--- src/rtl/instr_enc_pkg.sv ---
// rtl/instr_enc_pkg.sv - mnemonic codes, MIPS opcode/funct constants and FSM states
package instr_enc_pkg;

   typedef enum logic [5:0] {
      MN_NOP   = 6'd0,
      MN_ADD   = 6'd1,  MN_ADDU  = 6'd2,  MN_SUB   = 6'd3,  MN_SUBU  = 6'd4,
      MN_AND   = 6'd5,  MN_OR    = 6'd6,  MN_XOR   = 6'd7,  MN_NOR   = 6'd8,
      MN_SLT   = 6'd9,  MN_SLTU  = 6'd10, MN_SLL   = 6'd11, MN_SRL   = 6'd12,
      MN_SRA   = 6'd13, MN_SLLV  = 6'd14, MN_SRLV  = 6'd15, MN_SRAV  = 6'd16,
      MN_JR    = 6'd17, MN_JALR  = 6'd18, MN_BGEZ  = 6'd19, MN_BLTZ  = 6'd20,
      MN_J     = 6'd21, MN_JAL   = 6'd22, MN_BEQ   = 6'd23, MN_BNE   = 6'd24,
      MN_BLEZ  = 6'd25, MN_BGTZ  = 6'd26, MN_ADDI  = 6'd27, MN_ADDIU = 6'd28,
      MN_SLTI  = 6'd29, MN_SLTIU = 6'd30, MN_ANDI  = 6'd31, MN_ORI   = 6'd32,
      MN_XORI  = 6'd33, MN_LUI   = 6'd34, MN_LB    = 6'd35, MN_LH    = 6'd36,
      MN_LW    = 6'd37, MN_LBU   = 6'd38, MN_LHU   = 6'd39, MN_SB    = 6'd40,
      MN_SH    = 6'd41, MN_SW    = 6'd42
   } mnem_t;

   localparam logic [5:0] OP_SPECIAL = 6'h00, OP_REGIMM = 6'h01, OP_J     = 6'h02, OP_JAL   = 6'h03;
   localparam logic [5:0] OP_BEQ     = 6'h04, OP_BNE    = 6'h05, OP_BLEZ  = 6'h06, OP_BGTZ  = 6'h07;
   localparam logic [5:0] OP_ADDI    = 6'h08, OP_ADDIU  = 6'h09, OP_SLTI  = 6'h0A, OP_SLTIU = 6'h0B;
   localparam logic [5:0] OP_ANDI    = 6'h0C, OP_ORI    = 6'h0D, OP_XORI  = 6'h0E, OP_LUI   = 6'h0F;
   localparam logic [5:0] OP_LB      = 6'h20, OP_LH     = 6'h21, OP_LW    = 6'h23, OP_LBU   = 6'h24;
   localparam logic [5:0] OP_LHU     = 6'h25, OP_SB     = 6'h28, OP_SH    = 6'h29, OP_SW    = 6'h2B;

   localparam logic [5:0] FN_SLL  = 6'h00, FN_SRL  = 6'h02, FN_SRA  = 6'h03, FN_SLLV = 6'h04;
   localparam logic [5:0] FN_SRLV = 6'h06, FN_SRAV = 6'h07, FN_JR   = 6'h08, FN_JALR = 6'h09;
   localparam logic [5:0] FN_ADD  = 6'h20, FN_ADDU = 6'h21, FN_SUB  = 6'h22, FN_SUBU = 6'h23;
   localparam logic [5:0] FN_AND  = 6'h24, FN_OR   = 6'h25, FN_XOR  = 6'h26, FN_NOR  = 6'h27;
   localparam logic [5:0] FN_SLT  = 6'h2A, FN_SLTU = 6'h2B;

   localparam logic [4:0] R0 = 5'd0, R1 = 5'd1, R31 = 5'd31;

   typedef enum logic [1:0] {ST_IDLE, ST_LOAD, ST_DRAIN, ST_DONE} state_t;

   function automatic logic [31:0] rtype(input logic [4:0] rs, input logic [4:0] rt,
                                         input logic [4:0] rd, input logic [4:0] shamt,
                                         input logic [5:0] funct);
      return {OP_SPECIAL, rs, rt, rd, shamt, funct};
   endfunction

   function automatic logic [31:0] itype(input logic [5:0] op, input logic [4:0] rs,
                                         input logic [4:0] rt, input logic [15:0] imm);
      return {op, rs, rt, imm};
   endfunction

endpackage

--- src/rtl/instr_field_pack.sv ---
// rtl/instr_field_pack.sv - combinational mnemonic-to-MIPS-word packing with illegal flag
module instr_field_pack
   import instr_enc_pkg::*;
(
   input  logic [5:0]  mnem,
   input  logic [4:0]  rs,
   input  logic [4:0]  rt,
   input  logic [4:0]  rd,
   input  logic [4:0]  shamt,
   input  logic [15:0] imm,
   input  logic [25:0] target,
   output logic [31:0] word,
   output logic        illegal
);

   always_comb begin
      word    = 32'h0;
      illegal = 1'b0;
      case (mnem)
         MN_NOP:   word = 32'h0;
         MN_ADD:   word = rtype(rs, rt, rd, R0, FN_ADD);
         MN_ADDU:  word = rtype(rs, rt, rd, R0, FN_ADDU);
         MN_SUB:   word = rtype(rs, rt, rd, R0, FN_SUB);
         MN_SUBU:  word = rtype(rs, rt, rd, R0, FN_SUBU);
         MN_AND:   word = rtype(rs, rt, rd, R0, FN_AND);
         MN_OR:    word = rtype(rs, rt, rd, R0, FN_OR);
         MN_XOR:   word = rtype(rs, rt, rd, R0, FN_XOR);
         MN_NOR:   word = rtype(rs, rt, rd, R0, FN_NOR);
         MN_SLT:   word = rtype(rs, rt, rd, R0, FN_SLT);
         MN_SLTU:  word = rtype(rs, rt, rd, R0, FN_SLTU);
         MN_SLL:   word = rtype(R0, rt, rd, shamt, FN_SLL);
         MN_SRL:   word = rtype(R0, rt, rd, shamt, FN_SRL);
         MN_SRA:   word = rtype(R0, rt, rd, shamt, FN_SRA);
         // Variable shifts carry the amount register in rs.
         MN_SLLV:  word = rtype(rs, rt, rd, R0, FN_SLLV);
         MN_SRLV:  word = rtype(rs, rt, rd, R0, FN_SRLV);
         MN_SRAV:  word = rtype(rs, rt, rd, R0, FN_SRAV);
         MN_JR:    word = rtype(rs, R0, R0, R0, FN_JR);
         MN_JALR:  word = rtype(rs, R0, (rd == R0) ? R31 : rd, R0, FN_JALR);
         MN_BGEZ:  word = itype(OP_REGIMM, rs, R1, imm);
         MN_BLTZ:  word = itype(OP_REGIMM, rs, R0, imm);
         MN_BLEZ:  word = itype(OP_BLEZ, rs, R0, imm);
         MN_BGTZ:  word = itype(OP_BGTZ, rs, R0, imm);
         MN_J:     word = {OP_J, target};
         MN_JAL:   word = {OP_JAL, target};
         MN_BEQ:   word = itype(OP_BEQ, rs, rt, imm);
         MN_BNE:   word = itype(OP_BNE, rs, rt, imm);
         MN_ADDI:  word = itype(OP_ADDI, rs, rt, imm);
         MN_ADDIU: word = itype(OP_ADDIU, rs, rt, imm);
         MN_SLTI:  word = itype(OP_SLTI, rs, rt, imm);
         MN_SLTIU: word = itype(OP_SLTIU, rs, rt, imm);
         MN_ANDI:  word = itype(OP_ANDI, rs, rt, imm);
         MN_ORI:   word = itype(OP_ORI, rs, rt, imm);
         MN_XORI:  word = itype(OP_XORI, rs, rt, imm);
         MN_LUI:   word = itype(OP_LUI, R0, rt, imm);
         MN_LB:    word = itype(OP_LB, rs, rt, imm);
         MN_LH:    word = itype(OP_LH, rs, rt, imm);
         MN_LW:    word = itype(OP_LW, rs, rt, imm);
         MN_LBU:   word = itype(OP_LBU, rs, rt, imm);
         MN_LHU:   word = itype(OP_LHU, rs, rt, imm);
         MN_SB:    word = itype(OP_SB, rs, rt, imm);
         MN_SH:    word = itype(OP_SH, rs, rt, imm);
         MN_SW:    word = itype(OP_SW, rs, rt, imm);
         default:  illegal = 1'b1;
      endcase
   end

endmodule

--- src/rtl/instr_encoder.sv ---
// rtl/instr_encoder.sv - load-session FSM writing encoded MIPS words into instruction memory
module instr_encoder
   import instr_enc_pkg::*;
#(
   parameter int IM_AW     = 10,
   parameter int BASE_ADDR = 0
)(
   input  logic             clk,
   input  logic             rst,
   input  logic             start,
   input  logic             finish,
   input  logic             in_valid,
   output logic             in_ready,
   input  logic [5:0]       in_mnem,
   input  logic [4:0]       in_rs,
   input  logic [4:0]       in_rt,
   input  logic [4:0]       in_rd,
   input  logic [4:0]       in_shamt,
   input  logic [15:0]      in_imm,
   input  logic [25:0]      in_target,
   output logic             im_we,
   output logic [IM_AW-1:0] im_addr,
   output logic [31:0]      im_wdata,
   output logic             cpu_hold,
   output logic             busy,
   output logic             err_illegal,
   output logic             err_full,
   output logic [IM_AW:0]   count
);

   localparam logic [IM_AW:0]   CAPACITY = {1'b1, {IM_AW{1'b0}}};
   localparam logic [IM_AW-1:0] BASE     = IM_AW'(BASE_ADDR);

   state_t      state;
   logic [31:0] packed_word;
   logic        illegal;
   logic        full;
   logic        accept;

   instr_field_pack u_pack (
      .mnem    (in_mnem),
      .rs      (in_rs),
      .rt      (in_rt),
      .rd      (in_rd),
      .shamt   (in_shamt),
      .imm     (in_imm),
      .target  (in_target),
      .word    (packed_word),
      .illegal (illegal)
   );

   // The word in flight counts against capacity so the last slot is never overbooked.
   assign full     = (count + {{IM_AW{1'b0}}, im_we}) >= CAPACITY;
   // The output register drains every cycle, so it never blocks acceptance.
   assign in_ready = (state == ST_LOAD) && !full;
   assign accept   = in_valid && in_ready;

   always_ff @(posedge clk) begin
      if (rst) begin
         state       <= ST_IDLE;
         im_we       <= 1'b0;
         im_addr     <= BASE;
         im_wdata    <= 32'h0;
         cpu_hold    <= 1'b1;
         busy        <= 1'b0;
         err_illegal <= 1'b0;
         err_full    <= 1'b0;
         count       <= '0;
      end else begin
         im_we <= accept && !illegal;
         if (accept && !illegal)
            im_wdata <= packed_word;
         if (im_we) begin
            im_addr <= im_addr + IM_AW'(1);
            count   <= count + (IM_AW+1)'(1);
         end
         if (accept && illegal)
            err_illegal <= 1'b1;
         if ((state == ST_LOAD) && full && in_valid)
            err_full <= 1'b1;

         case (state)
            ST_IDLE, ST_DONE: begin
               if (start) begin
                  state       <= ST_LOAD;
                  count       <= '0;
                  im_addr     <= BASE;
                  err_illegal <= 1'b0;
                  err_full    <= 1'b0;
                  cpu_hold    <= 1'b1;
                  busy        <= 1'b1;
               end
            end
            ST_LOAD: begin
               if (finish)
                  state <= ST_DRAIN;
            end
            ST_DRAIN: begin
               // Nothing is accepted here, so the pending word is written this cycle.
               state    <= ST_DONE;
               cpu_hold <= 1'b0;
               busy     <= 1'b0;
            end
            default: state <= ST_IDLE;
         endcase
      end
   end

endmodule

--- config.mk ---
export PLATFORM = sky130hd
export DESIGN_NAME = instr_encoder
export DESIGN_NICKNAME = d
export VERILOG_FILES = /design/src/rtl/instr_enc_pkg.sv /design/src/rtl/instr_field_pack.sv /design/src/rtl/instr_encoder.sv
export SDC_FILE = /design/constraint.sdc
export NUM_CORES = 1
export LEC_CHECK = 0
export CAP_MARGIN = 10
export CORE_UTILIZATION = 46
export CTS_CLUSTER_SIZE = 14
export DETAILED_ROUTE_END_ITERATION = 16
export HOLD_SLACK_MARGIN = 0.03
export PLACE_DENSITY_LB_ADDON = 0.05
export SETUP_SLACK_MARGIN = 0.02
export SLEW_MARGIN = 20
export SYNTH_ARGS = -nofsm -noshare
export SYNTH_HDL_FRONTEND = slang
export SYNTH_HIERARCHICAL = 1
export SYNTH_SLANG_ARGS = --single-unit
--- constraint.sdc ---
create_clock -name clk -period 3.22 [get_ports clk]
set_input_delay 0.805 -clock clk [delete_from_list [all_inputs] [get_ports clk]]
set_output_delay 0.805 -clock clk [all_outputs]
set_load 0.1 [all_outputs]
# Yosys cells after proc, flatten, opt, wreduce, memory -nomap -nowiden
# Index checks and enable logic that the tools add are counted.
[op_classes]
addsub = 3
magnitude_cmp = 1
eq_ne = 47
n_mux = 20
n_reduce_logical = 15
[ops]
columns = ["cell", "n"]
rows = [
  ["$pmux 32 s42", 1],
  ["$eq 6x5->1 const B", 16],
  ["$eq 6x6->1 const B", 11],
  ["$eq 6x4->1 const B", 8],
  ["$reduce_or 43->1", 1],
  ["$mux 11", 3],
  ["$mux 10", 3],
  ["$eq 6x3->1 const B", 4],
  ["$eq 6x2->1 const B", 2],
  ["$add 11x1->11", 1],
  ["$add 11x1->11 const B", 1],
  ["$ge 11x11->1 const B", 1],
  ["$add 10x1->10 const B", 1],
  ["$mux 1", 8],
  ["$eq 6x1->1 const B", 1],
  ["$logic_and 1x1->1", 6],
  ["$logic_not 6->1", 1],
  ["$pmux 2 s3", 1],
  ["$logic_not 5->1", 1],
  ["$mux 5", 1],
  ["$eq 2x2->1 const B", 2],
  ["$mux 2", 2],
  ["$ne 2x2->1 const B", 2],
  ["$reduce_and 2->1", 2],
  ["other kinds (6)", 6],
]
[word_totals]
regBits = 60
input_bits = 73
out_inout_bits = 59
word_cells = 95

# Logic depth before layout (Yosys ltp)
# Gate-level depths: netlist of the first run.
[logic_depth]
depth_word = 9
ltp_mapped = 10
depth_no_buf = 7

# Hierarchy
# Netlist of the first run, hierarchy kept.
[by_module_without_submodules]
columns = ["module", "instances", "cells_per_inst", "area_per_inst_um2", "seq_area_each_um2"]
rows = [
  ["instr_encoder", 1, 279, 2705.1, 1201.2],
  ["instr_field_pack", 1, 169, 1162.4, 0.0],
]

# Worst setup path before layout of the first run
# OpenSTA, ideal clock, no wires.
[synth_timing]
path_kind = "reg-to-output"
from = "reg count[0]"
to = "out in_ready"
arrival_ns = 3.292
required_time_ns = 2.415
setup_slack_ns = -0.877
stages_incl_launch_ff = 7
path_buffers = 0
path_cell_list = "dfxtp_1 ha_1 ha_1 nand3_1 o31a_1 or2_1 nor2_1"
[synth_via]
elab_chain_len = 4
[synth_rtl]
columns = ["element", "line_no", "rtl"]
rows = [
  ["start: declaration", "instr_encoder.sv:28", "output logic [IM_AW:0] count"],
  ["start signal: assignment", "instr_encoder.sv:75", "count <= count + (IM_AW+1)'(1);"],
  ["$add 11x1->11", "instr_encoder.sv:53", "assign full = (count + {{IM_AW{1'b0}}, im_we}) >= CAPACITY;"],
  ["$ge 11x11->1", "instr_encoder.sv:53", ""],
  ["$logic_not 1->1", "instr_encoder.sv:55", "assign in_ready = (state == ST_LOAD) && !full;"],
  ["$logic_and 1x1->1", "instr_encoder.sv:55", ""],
  ["end: declaration", "instr_encoder.sv:13", "output logic in_ready,"],
]
# No other way between the ends.

# Worst setup path after layout of the first run
[layout_timing]
from = "reg im_we"
to = "out in_ready"
[layout_via]
elab_chain_len = 4
[layout_rtl]
columns = ["element", "line_no", "rtl"]
rows = [
  ["start: declaration", "instr_encoder.sv:21", "output logic im_we,"],
  ["start signal: assignment", "instr_encoder.sv:70", "im_we <= accept && !illegal;"],
  ["$add 11x1->11", "instr_encoder.sv:53", ""],
  ["$ge 11x11->1", "instr_encoder.sv:53", ""],
  ["$logic_not 1->1", "instr_encoder.sv:55", ""],
  ["$logic_and 1x1->1", "instr_encoder.sv:55", ""],
]
# No other way between the ends.

==> results_tabular.tex, run 1 <==
\begin{tabular}{lr}
\hline
Metric & Value \\
\hline
\multicolumn{2}{l}{\textbf{Run status}} \\
\quad Run status & complete, no violations \\
\multicolumn{2}{l}{\textbf{Worst setup path}} \\
\quad CP endpoint kind & output port \\
\quad Highest net fanout along the worst path & 12 \\
\quad Critical Setup Path Class & flop to output port \\
\quad Delay of the slowest cell on the worst path & slightly below 500 ps \\
\quad Logic depth of the worst register-to-register path & 7 \\
\quad Launch point of the worst reg-to-reg path & im\_we\$\_SDFF\_PP0\_ \\
\quad Worst reg2reg endpoint & im\_wdata[15]\$\_SDFFE\_PP0P\_ \\
\quad Cell with the biggest individual delay on the critical path & dfxtp\_2 \\
\quad Most used cell, CP & ha\_1 \\
\quad Required time reported for the critical path endpoint & 2410 ps \\
\quad Setup crit start kind & flop \\
\quad Worst-case register-to-register setup slack & about 840 ps \\
\quad Sequence of cells on the critical path & ha\_1 > ha\_1 > nand3\_1 > o31a\_1 > or2\_1 > nor2\_4 > buf\_12 \\
\quad Crit path arrival time & 2140 ps \\
\multicolumn{2}{l}{\textbf{Power and ir drop}} \\
\quad Static leakage & 2.298 nW \\
\quad Pwr per Cell Area & 474.0 nW/µm² \\
\quad VDD IR-drop max & 498.7 µV \\
\multicolumn{2}{l}{\textbf{Detailed routing}} \\
\quad Number of nets still failing antenna checks after routing & 0 \\
\quad Average via count per standard cell & 5.485 \\
\quad Number of iterations in the first detailed-routing pass & 6 \\
\quad Total wire length after detailed routing & 10580 µm \\
\quad DR WL/cell & 15.59 µm \\
\quad Vias after detailed routing & approximately 3700 \\
\quad Number of DRC violations after detailed-routing iteration 0 & 184 \\
\quad DRC violations left & 0 \\
\multicolumn{2}{l}{\textbf{Yosys}} \\
\quad Async S/R FF share, synth & 0\% \\
\quad Dominant combinational cell family by area after synthesis & simple AND/OR/NAND/NOR gates \\
\quad Area leader, netlist & dfxtp\_1 \\
\quad Primary FF master, synth & dfxtp\_1 \\
\quad Fraction of the yosys area taken by sequential cells & 31.06\% \\
\quad Yosys top cell area share & between 30\% and 40\% \\
\quad Number of different library cells in the post-synthesis netlist & 67 \\
\quad Net count after synthesis & 528 \\
\quad Flop and latch count out of synthesis & 60 \\
\quad Dominant cells by area after synthesis & dfxtp\_1 31\%, nand2b\_1 12\%, mux2i\_1 9.1\% \\
\quad Post-synthesis simple-gate area fraction & 26.11\% \\
\quad Complex-gate fraction of the synthesized area & between 10\% and 20\% \\
\quad Cells after synthesis & roughly 450 \\
\quad Synth Area per Inst & 8.633 µm² \\
\quad Area of the mapped netlist & 3867 µm² \\
\quad Share of the synthesized netlist area taken by xor and xnor gates & 4.044\% \\
\quad Post-synth EDFFs & 0 \\
\quad Post-Synth Adder-Cell Area & 2.265\% \\
\quad Proportion of synthesized area in mux cells & 9.059\% \\
\quad Number of warning messages in the yosys log & 6 \\
\multicolumn{2}{l}{\textbf{STA}} \\
\quad Min setup slack post-route & 272.8 ps \\
\quad Final worst path period share & 91.53\% \\
\quad Sum Neg Setup Slack & 0 ps \\
\quad Setup clock skew after layout & 11.79 ps \\
\quad Hold Violations, Final & 0 \\
\quad Slew at the pin with the worst max-slew slack & 594.6 ps \\
\quad Final setup vio count & 0 \\
\quad Shortest clock period the worst path allows after layout & 2947 ps \\
\quad Worst slew margin relative to its limit & between 60 and 70\% \\
\quad Top achievable clock speed & 339.3 MHz \\
\quad Max-slew violation count & 0 \\
\quad Unrepaired setup endpoints after global routing & no \\
\multicolumn{2}{l}{\textbf{CTS}} \\
\quad Max Buffers Root-to-Sink & 2 \\
\quad Clock latency on the worst-skew pair & 330 ps \\
\quad Cell at the root of the clock tree & clkbuf\_8 \\
\quad CTS clock-pin slew for the worst setup and hold paths & about 70 ps \\
\quad Clock Sinks & 60 \\
\quad CTS tree & built \\
\quad Post-CTS Setup Bufs & 0 \\
\quad Post-CTS Hold Fix Bufs & 0 \\
\quad Post-CTS sizing & 0 \\
\quad Number of buffers added by the clock tree synthesis step & 9 \\
\quad H-tree levels & 3 \\
\multicolumn{2}{l}{\textbf{Floorplanning}} \\
\quad Die outline area & 8778 µm² \\
\quad X dimension of the die & between 90 and 100 µm \\
\quad Standard cell core area & 8175 µm² \\
\quad Starting density of the core & 47.31\% \\
\quad Std cell rows & 33 \\
\quad Die height & 93.69 µm \\
\quad I/O Pins & 132 \\
\multicolumn{2}{l}{\textbf{Placed design}} \\
\quad Placed instance count & 664 \\
\quad Final HPWL DP & between 7000 and 8000 µm \\
\quad Count of port buffers added during placement & $\sim$130 \\
\quad Placer congestion estimate & roughly 1 \\
\quad Worst setup timing slack at the placement stage & roughly 140 ps \\
\multicolumn{2}{l}{\textbf{Final layout}} \\
\quad Antenna diode count & 0 \\
\quad Most common cell after layout, fill and taps aside & nand2b\_1 \\
\quad NumNets Final & 650 \\
\quad Proportion of layout cells with a drive suffix above 1 & 18.99\% \\
\quad Area Growth Syn to Fin & 37.56\% \\
\quad Commonest cells after routing, fill and taps aside & 73 x nand2b\_1, 71 x clkdlybuf4s50\_1, 69 x buf\_4 \\
\quad Non-filler cells in the finished layout & a little under 700 \\
\multicolumn{2}{l}{\textbf{Global routing}} \\
\quad Number of antenna violations at the first check in global routing & 0 \\
\quad Global-route wire length before repair & $\sim$17000 µm \\
\quad Combined global-route utilization of all metal layers & about 24\% \\
\quad Largest net degree at the start of global routing & 46 \\
\quad Number of global-route vias before repair & 3411 \\
\quad Overall overflow remaining after global route & 0 \\
\multicolumn{2}{l}{\textbf{Min path}} \\
\quad Count of cells along the worst hold path & 2 \\
\quad Class of the worst hold path & flop to flop \\
\quad Endpoint of the worst hold-timing path & err\_illegal\$\_SDFF\_PP0\_ \\
\quad Worst Min Path Start & err\_illegal\$\_SDFF\_PP0\_ \\
\multicolumn{2}{l}{\textbf{Run}} \\
\quad MaxCap Viol Count & 0 \\
\hline
\end{tabular}
metrics by stage:
| step | area (µm²) | util (%) | total power, mW | hold slack, ps |
|---|---|---|---|---|
| 6_report | 5320 | 65.08 | 2.522 | 459.2 |
| 2_1_floorplan | 3879 | - | 1.507 | 466.6 |
| 3_5_place_dp | 5086 | 62.21 | 1.740 | 450.0 |
| 3_3_place_gp | 5086 | 62.21 | 1.735 | 438.9 |
| 4_1_cts | 5320 | 65.08 | 2.545 | 461.2 |
| 5_1_grt | 5320 | 65.08 | 2.643 | 486.3 |
registers in the layout, indices dropped and copies added, names as in the netlist:
name,flops
im_we,1
cpu_hold,1
count,11
busy,1
err_illegal,1
state,2
im_addr,10
im_wdata,32
err_full,1
worst max path at each step:
stage / startpoint / slack [ps] / to / cells past startpoint
4_1_cts: im_we$_SDFF_PP0_ / 240 / in_ready / 7
6_report: im_we$_SDFF_PP0_ / 270 / in_ready / 7
3_5_place_dp: in_mnem[5] / 140 / im_wdata[15]$_SDFFE_PP0P_ / 8
3_3_place_gp: in_mnem[5] / 210 / im_wdata[15]$_SDFFE_PP0P_ / 8
2_1_floorplan: count[4]$_SDFF_PP0_ / 60 / in_ready / 4
5_1_grt: im_we$_SDFF_PP0_ / 120 / in_ready / 7
cell type report:
class	instances	area [µm²]
clock inverter	3	68.82
multi-input combinational	339	2380
sequential	60	1205
tap	105	131.4
inverter	15	56.30
timing repair buffer	145	1314
clock buffer	12	165.2
fill	682	2855
power breakdown:
part	switching (mW)	internal (mW)	leakage, nW
combinational	0.578	0.327	1.69
sequential	0.0325	0.788	0.486
clock	0.299	0.497	0.119
total	0.910	1.61	2.30
cell usage after synthesis (all sizes together), types with 2 or more instances:
master	n
xor2	9
or3	5
nand2	21
ha	7
nor2	32
xnor2	8
o21ai	23
and2	4
inv	15
and3	2
a22o	12
nor4	8
o32ai	2
a211oi	3
o21a	4
nand2b	73
a222oi	10
o211ai	2
a22oi	3
o22ai	3
clkbuf	11
mux2i	35
nor2b	4
dfxtp	60
a21o	3
buf	23
a221o	3
nand4	8
nand3	7
nor3	9
a21oi	18
cells by family after synthesis:
family,after synthesis
fa+ha+maj,7
buf+inv,49
xor+xnor,17
mux,35
other cells,1
simple gates,179
flops,60
compound gates,100
layer usage:
layer  track usage (%)  up-vias  wire [µm]
li1                  -     1845          -
met3             6.796       12        878
met1             31.80     1702       4744
met2             38.87      165       4824
met5                 0        -          0
met4             6.795        0        134
critical path: cells and delay by family, from the launching register on:
family	cells	cell delay [ps]
compound gates	1	270
fa+ha+maj	2	330
buf+inv	1	180
flops	1	490
simple gates	3	540
Power figures use the tool's default switching activity.
==> inputs of run 2 (changes only) <==
--- a/config.mk
+++ b/config.mk
@@ -6,9 +6,9 @@
 export NUM_CORES = 1
 export LEC_CHECK = 0
 export CAP_MARGIN = 10
-export CORE_UTILIZATION = 46
-export CTS_CLUSTER_SIZE = 14
+export CORE_UTILIZATION = 40
 export DETAILED_ROUTE_END_ITERATION = 16
+export GPL_TIMING_DRIVEN = 0
 export HOLD_SLACK_MARGIN = 0.03
 export PLACE_DENSITY_LB_ADDON = 0.05
 export SETUP_SLACK_MARGIN = 0.02
==> results_tabular.tex, run 2 (synthesis results as in run 1) <==
\begin{tabular}{lr}
\hline
Metric & Value \\
\hline
\multicolumn{2}{l}{\textbf{Detailed routing}} \\
\quad Total wire length after detailed routing & 11820 µm \\
\quad DR WL/cell & between 15 and 20 µm \\
\quad Number of iterations in the first detailed-routing pass & 5 \\
\quad DRC violations left & 0 \\
\quad Number of DRC violations after detailed-routing iteration 0 & 211 \\
\quad Average via count per standard cell & approximately 5.3 \\
\quad Vias after detailed routing & 3792 \\
\quad Number of nets still failing antenna checks after routing & 0 \\
\multicolumn{2}{l}{\textbf{Worst setup path}} \\
\quad Critical Setup Path Class & flop to output port \\
\quad Launch point of the worst reg-to-reg path & count[0]\$\_SDFF\_PP0\_ \\
\quad Crit path arrival time & 2160 ps \\
\quad Highest net fanout along the worst path & 4 \\
\quad Required time reported for the critical path endpoint & 2410 ps \\
\quad Worst reg2reg endpoint & im\_wdata[17]\$\_SDFFE\_PP0P\_ \\
\quad CP endpoint kind & output port \\
\quad Logic depth of the worst register-to-register path & 8 \\
\quad Worst-case register-to-register setup slack & $\sim$1100 ps \\
\quad Setup crit start kind & flop \\
\multicolumn{2}{l}{\textbf{Final layout}} \\
\quad Proportion of layout cells with a drive suffix above 1 & 9.814\% \\
\quad Non-filler cells in the finished layout & slightly above 700 \\
\quad NumNets Final & around 670 \\
\quad Area Growth Syn to Fin & 43.51\% \\
\quad Max FFs per register & 32 \\
\quad Antenna diode count & 0 \\
\quad Register containing the most flip-flops in the final layout & im\_wdata \\
\quad Filler Cells Inserted & 869 \\
\quad Area of the multi-input gates & 2379 µm² \\
\quad Most common cell after layout, fill and taps aside & clkdlybuf4s50\_1 \\
\quad Largest registers & im\_wdata x32, count x11, im\_addr x10 \\
\quad Commonest cells after routing, fill and taps aside & 127 x clkdlybuf4s50\_1, 73 x nand2b\_1, 57 x dfxtp\_1 \\
\quad Sequential cell area & 1205 µm² \\
\multicolumn{2}{l}{\textbf{Floorplanning}} \\
\quad Die outline area & just over 10000 µm² \\
\quad Die height & 100.3 µm \\
\quad I/O Pins & 132 \\
\quad Starting density of the core & between 40\% and 50\% \\
\quad X dimension of the die & 100.3 µm \\
\quad Standard cell core area & between 9000 and 10000 µm² \\
\quad Std cell rows & 35 \\
\multicolumn{2}{l}{\textbf{Global routing}} \\
\quad Number of global-route vias before repair & 3814 \\
\quad Overall overflow remaining after global route & 0 \\
\quad Largest net degree at the start of global routing & 11 \\
\quad Combined global-route utilization of all metal layers & 24.28\% \\
\quad Global-route wire length before repair & 19060 µm \\
\quad Number of antenna violations at the first check in global routing & 0 \\
\multicolumn{2}{l}{\textbf{Min path}} \\
\quad Count of cells along the worst hold path & 2 \\
\quad Class of the worst hold path & flop to flop \\
\quad Endpoint of the worst hold-timing path & err\_illegal\$\_SDFF\_PP0\_ \\
\quad Worst Min Path Start & err\_illegal\$\_SDFF\_PP0\_ \\
\multicolumn{2}{l}{\textbf{STA}} \\
\quad Max-slew violation count & 0 \\
\quad Min setup slack post-route & $\sim$250 ps \\
\quad Final setup vio count & 0 \\
\quad Slew at the pin with the worst max-slew slack & 1032 ps \\
\quad Final worst path period share & 92.21\% \\
\quad Setup clock skew after layout & roughly 15 ps \\
\quad Shortest clock period the worst path allows after layout & 2969 ps \\
\quad Worst hold slack after final layout & 452.2 ps \\
\quad Worst slew margin relative to its limit & 30.97\% \\
\quad Sum Neg Setup Slack & 0 ps \\
\quad Hold Violations, Final & 0 \\
\quad Top achievable clock speed & approximately 340 MHz \\
\quad Unrepaired setup endpoints after global routing & no \\
\multicolumn{2}{l}{\textbf{Power and ir drop}} \\
\quad Pwr per Cell Area & 461.4 nW/µm² \\
\quad VDD IR-drop max & 566.2 µV \\
\quad Part of the total power dissipated in sequential elements & 31.9\% \\
\quad Clock network power share & 31.2\% \\
\quad Portion of total power attributed to combinational logic & 36.8\% \\
\quad Net Sw Frac & 36.58\% \\
\quad Int Pwr & 1.624 mW \\
\quad Static leakage & 2.226 nW \\
\quad Total net switching power & about 0.94 mW \\
\quad Overall power of the completed layout & 2.561 mW \\
\multicolumn{2}{l}{\textbf{Placed design}} \\
\quad Count of port buffers added during placement & 128 \\
\quad Worst setup timing slack at the placement stage & -116.4 ps \\
\quad Placer congestion estimate & $\sim$0.90 \\
\quad Final HPWL DP & 9113 µm \\
\quad Placed instance count & roughly 700 \\
\multicolumn{2}{l}{\textbf{CTS}} \\
\quad Clock latency on the worst-skew pair & 330 ps \\
\quad Max Buffers Root-to-Sink & 2 \\
\quad Clock Sinks & 60 \\
\quad CTS tree & built \\
\quad H-tree levels & 3 \\
\quad Cell at the root of the clock tree & clkbuf\_8 \\
\quad CTS clock-pin slew for the worst setup and hold paths & 70 ps \\
\quad Post-CTS Setup Bufs & 0 \\
\quad Number of buffers added by the clock tree synthesis step & 9 \\
\multicolumn{2}{l}{\textbf{Run}} \\
\quad MaxCap Viol Count & 0 \\
\multicolumn{2}{l}{\textbf{Run status}} \\
\quad Run status & complete, no violations \\
\hline
\end{tabular}
==> run 2: critical path: stages (launching register included) <==
cell and delay, ps:
dfxtp_2 360, ha_1 150, ha_1 140, nand3_1 90, o31a_1 270, or2_1 310, nor2_4 90, buf_2 430
==> run 2: cell type report <==
type | count | area share, %
inverter | 15 | 1.014
clock inverter | 3 | 1.240
buffer | 34 | 4.306
timing repair buffer | 128 | 22.99
sequential | 60 | 21.71
multi-input combinational | 339 | 42.85
tap | 129 | 2.908
clock buffer | 12 | 2.976
==> run 2: worst max path at each step <==
stage,cells after the start,from,slack [ps],to
6_report,7,count[0]$_SDFF_PP0_,250,in_ready
5_1_grt,7,count[0]$_SDFF_PP0_,120,in_ready
4_1_cts,7,count[0]$_SDFF_PP0_,100,in_ready
3_5_place_dp,7,count[0]$_SDFF_PP0_,-120,in_ready
3_3_place_gp,7,count[0]$_SDFF_PP0_,-90,in_ready
2_1_floorplan,4,count[4]$_SDFF_PP0_,60,in_ready
==> run 2: repair_timing <==
item	in CTS	in global routing
resized for setup	3	2
endpoints found under the setup margin	1	1
hold buffers	0	0
hold endpoints to repair	0	0
gates cloned	0	0
==> run 2: power groups by stage <==
stage	Sequential, mW	Combinational (mW)	Clock (mW)
after floorplan	1.08	0.432	0
after detailed placement	0.835	0.947	0
after global placement	0.833	0.938	0
after CTS	0.818	0.950	0.820
final	0.818	0.943	0.800
after global routing	0.824	1.00	0.854
==> run 2: routing by layer <==
layer  GRT usage, %  wire length, µm  vias up
met5              0                0        -
met4          8.696              197        0
met3          6.546             1002       17
met2          39.99             5301      153
met1          30.41             5314     1747
li1               -                -     1875
==> run 2: through the flow <==
stage	utilization [%]	area [µm²]
global placement	57.32	5321
CTS	59.85	5557
detailed placement	57.32	5321
finish	59.78	5550
floorplan	-	3879
global route	59.78	5550
==> inputs of run 3 (changes only) <==
--- a/config.mk
+++ b/config.mk
@@ -8,11 +8,12 @@
 export CAP_MARGIN = 10
 export CORE_UTILIZATION = 40
 export DETAILED_ROUTE_END_ITERATION = 16
+export DONT_BUFFER_PORTS = 1
 export GPL_TIMING_DRIVEN = 0
 export HOLD_SLACK_MARGIN = 0.03
 export PLACE_DENSITY_LB_ADDON = 0.05
 export SETUP_SLACK_MARGIN = 0.02
-export SLEW_MARGIN = 20
+export SLEW_MARGIN = 10
 export SYNTH_ARGS = -nofsm -noshare
 export SYNTH_HDL_FRONTEND = slang
 export SYNTH_HIERARCHICAL = 1
==> results_tabular.tex, run 3 (synthesis results as in run 1) <==
\begin{tabular}{lr}
\hline
Metric & Value \\
\hline
\multicolumn{2}{l}{\textbf{STA}} \\
\quad Sum Neg Setup Slack & 0 ps \\
\quad Final worst path period share & 96.20\% \\
\quad Setup clock skew after layout & 9.185 ps \\
\quad Shortest clock period the worst path allows after layout & 3098 ps \\
\quad Worst hold slack after final layout & between 400 and 500 ps \\
\quad Worst slew margin relative to its limit & 26.23\% \\
\quad Slew at the pin with the worst max-slew slack & 1105 ps \\
\quad Final setup vio count & 0 \\
\quad Hold Violations, Final & 0 \\
\quad Max-slew violation count & 0 \\
\quad Top achievable clock speed & 322.8 MHz \\
\quad Unrepaired setup endpoints after global routing & no \\
\multicolumn{2}{l}{\textbf{Final layout}} \\
\quad Area Growth Syn to Fin & 11.94\% \\
\quad Filler Cells Inserted & 948 \\
\quad Commonest cells after routing, fill and taps aside & 73 x nand2b\_1, 48 x dfxtp\_1, 35 x mux2i\_1 \\
\quad Non-filler cells in the finished layout & 593 \\
\quad Sequential cell area & about 1200 µm² \\
\quad NumNets Final & 540 \\
\quad Proportion of layout cells with a drive suffix above 1 & approximately 15\% \\
\quad Design Area, Final & 4329 µm² \\
\quad Register containing the most flip-flops in the final layout & im\_wdata \\
\quad Final Core Density & 46.63\% \\
\quad Max FFs per register & 32 \\
\quad Most common cell after layout, fill and taps aside & nand2b\_1 \\
\quad Area of the multi-input gates & 2411 µm² \\
\quad Antenna diode count & 0 \\
\quad Largest registers & im\_wdata x32, count x11, im\_addr x10 \\
\multicolumn{2}{l}{\textbf{Worst setup path}} \\
\quad Sequence of cells on the critical path & ha\_4 > ha\_4 > nand3\_2 > o31a\_1 > or2\_4 > nor2\_4 \\
\quad Setup crit start kind & flop \\
\quad Most used cell, CP & ha\_4 \\
\quad WP buf/inv & 0 \\
\quad Highest net fanout along the worst path & 4 \\
\quad Cell with the biggest individual delay on the critical path & dfxtp\_4 \\
\quad CP endpoint kind & output port \\
\quad Critical Setup Path Class & flop to output port \\
\quad Required time reported for the critical path endpoint & 2410 ps \\
\quad Crit path arrival time & 2290 ps \\
\quad Kind of cell adding the most delay to the critical path & simple AND/OR/NAND/NOR gates \\
\quad Delay of the slowest cell on the worst path & 560 ps \\
\multicolumn{2}{l}{\textbf{Run status}} \\
\quad Run status & complete, no violations \\
\multicolumn{2}{l}{\textbf{CTS}} \\
\quad H-tree levels & 3 \\
\quad Number of buffers added by the clock tree synthesis step & 9 \\
\quad CTS tree & built \\
\quad Clock latency on the worst-skew pair & approximately 330 ps \\
\quad Max Buffers Root-to-Sink & 2 \\
\quad Post-CTS Hold Fix Bufs & 0 \\
\quad Clock Sinks & 60 \\
\quad Cell at the root of the clock tree & clkbuf\_8 \\
\quad CTS clock-pin slew for the worst setup and hold paths & around 70 ps \\
\multicolumn{2}{l}{\textbf{Detailed routing}} \\
\quad DRC violations left & 0 \\
\quad Vias after detailed routing & 3383 \\
\quad Total wire length after detailed routing & 10890 µm \\
\quad Number of nets still failing antenna checks after routing & 0 \\
\quad Number of DRC violations after detailed-routing iteration 0 & 207 \\
\quad Average via count per standard cell & 5.705 \\
\quad Number of iterations in the first detailed-routing pass & 7 \\
\quad DR WL/cell & approximately 18 µm \\
\multicolumn{2}{l}{\textbf{Placed design}} \\
\quad Placer congestion estimate & between 0.9 and 1 \\
\quad Placed instance count & 577 \\
\quad Final HPWL DP & 8338 µm \\
\quad Placed Area & slightly above 4000 µm² \\
\quad Count of port buffers added during placement & 0 \\
\multicolumn{2}{l}{\textbf{Global routing}} \\
\quad Overall overflow remaining after global route & 0 \\
\quad Number of global-route vias before repair & between 3000 and 4000 \\
\quad Global-route wire length before repair & about 17000 µm \\
\quad Largest net degree at the start of global routing & 11 \\
\quad Number of antenna violations at the first check in global routing & 0 \\
\quad Combined global-route utilization of all metal layers & 21.57\% \\
\multicolumn{2}{l}{\textbf{Floorplanning}} \\
\quad Standard cell core area & 9284 µm² \\
\quad Die outline area & roughly 10000 µm² \\
\quad Die height & approximately 100 µm \\
\quad X dimension of the die & 100.3 µm \\
\quad Starting density of the core & 41.66\% \\
\quad Std cell rows & 35 \\
\quad I/O Pins & around 130 \\
\multicolumn{2}{l}{\textbf{Power and ir drop}} \\
\quad Static leakage & 1.750 nW \\
\quad VDD IR-drop max & 480.3 µV \\
\quad Pwr per Cell Area & 542.1 nW/µm² \\
\multicolumn{2}{l}{\textbf{Min path}} \\
\quad Class of the worst hold path & flop to flop \\
\multicolumn{2}{l}{\textbf{Run}} \\
\quad MaxCap Viol Count & 0 \\
\hline
\end{tabular}
[run 3: area by class of cell]
type                            count  area share (%)
Clock inverter                      4           1.705
Tap cell                          129           3.728
Timing Repair Buffer                1          0.1734
Buffer                             34           5.520
Clock buffer                       11           3.266
Sequential cell                    60           28.61
Multi-Input combinational cell    339           55.69
Inverter                           15           1.301
[run 3: power by group]
group	leakage (nW)	total, mW	internal [mW]	switching [mW]
combinational	1.15	0.532	0.210	0.322
sequential	0.494	1.06	0.782	0.283
clock	0.109	0.750	0.453	0.296
[run 3: what timing repair did]
action                                  4_1_cts  5_1_grt
endpoints found under the setup margin        1        1
pin swaps                                     4        2
endpoints found under the hold margin         0        0
gates resized for setup                      23        1
buffers inserted                              1        0
[run 3: stage by stage]
step           total power, mW  worst slack, ps
6_report                 2.347            122.2
2_1_floorplan            1.507            57.07
3_3_place_gp             1.615           -85.12
5_1_grt                  2.457            33.93
4_1_cts                  2.370            16.28
3_5_place_dp             1.617           -89.10
[run 3: layer usage]
layer / routed length [µm] / global-route usage [%] / vias to the layer above
li1: - / - / 1622
met1: 5002 / 28.97 / 1600
met2: 4805 / 34.25 / 150
met3: 944 / 5.362 / 11
met4: 135 / 6.132 / 0
met5: 0 / 0 / -
[run 3: final timing paths]
check	startpoint	depth (start not counted)	endpoint	slack [ps]
max	count[0]$_SDFF_PP0_	6	in_ready	120
min	state[1]$_SDFFE_PP0P_	2	state[1]$_SDFFE_PP0P_	500
max reg2reg	count[0]$_SDFF_PP0_	8	im_wdata[30]$_SDFFE_PP0P_	890
min reg2reg	state[1]$_SDFFE_PP0P_	2	state[1]$_SDFFE_PP0P_	500
[run 3: worst reg2reg max path: stages, from the launching register on]
cell     delay [ps]
dfxtp_4         560
ha_4            200
ha_4            120
nand3_2          70
o31a_1          280
or4_1           540
buf_6           170
buf_12          150
mux2i_1         120
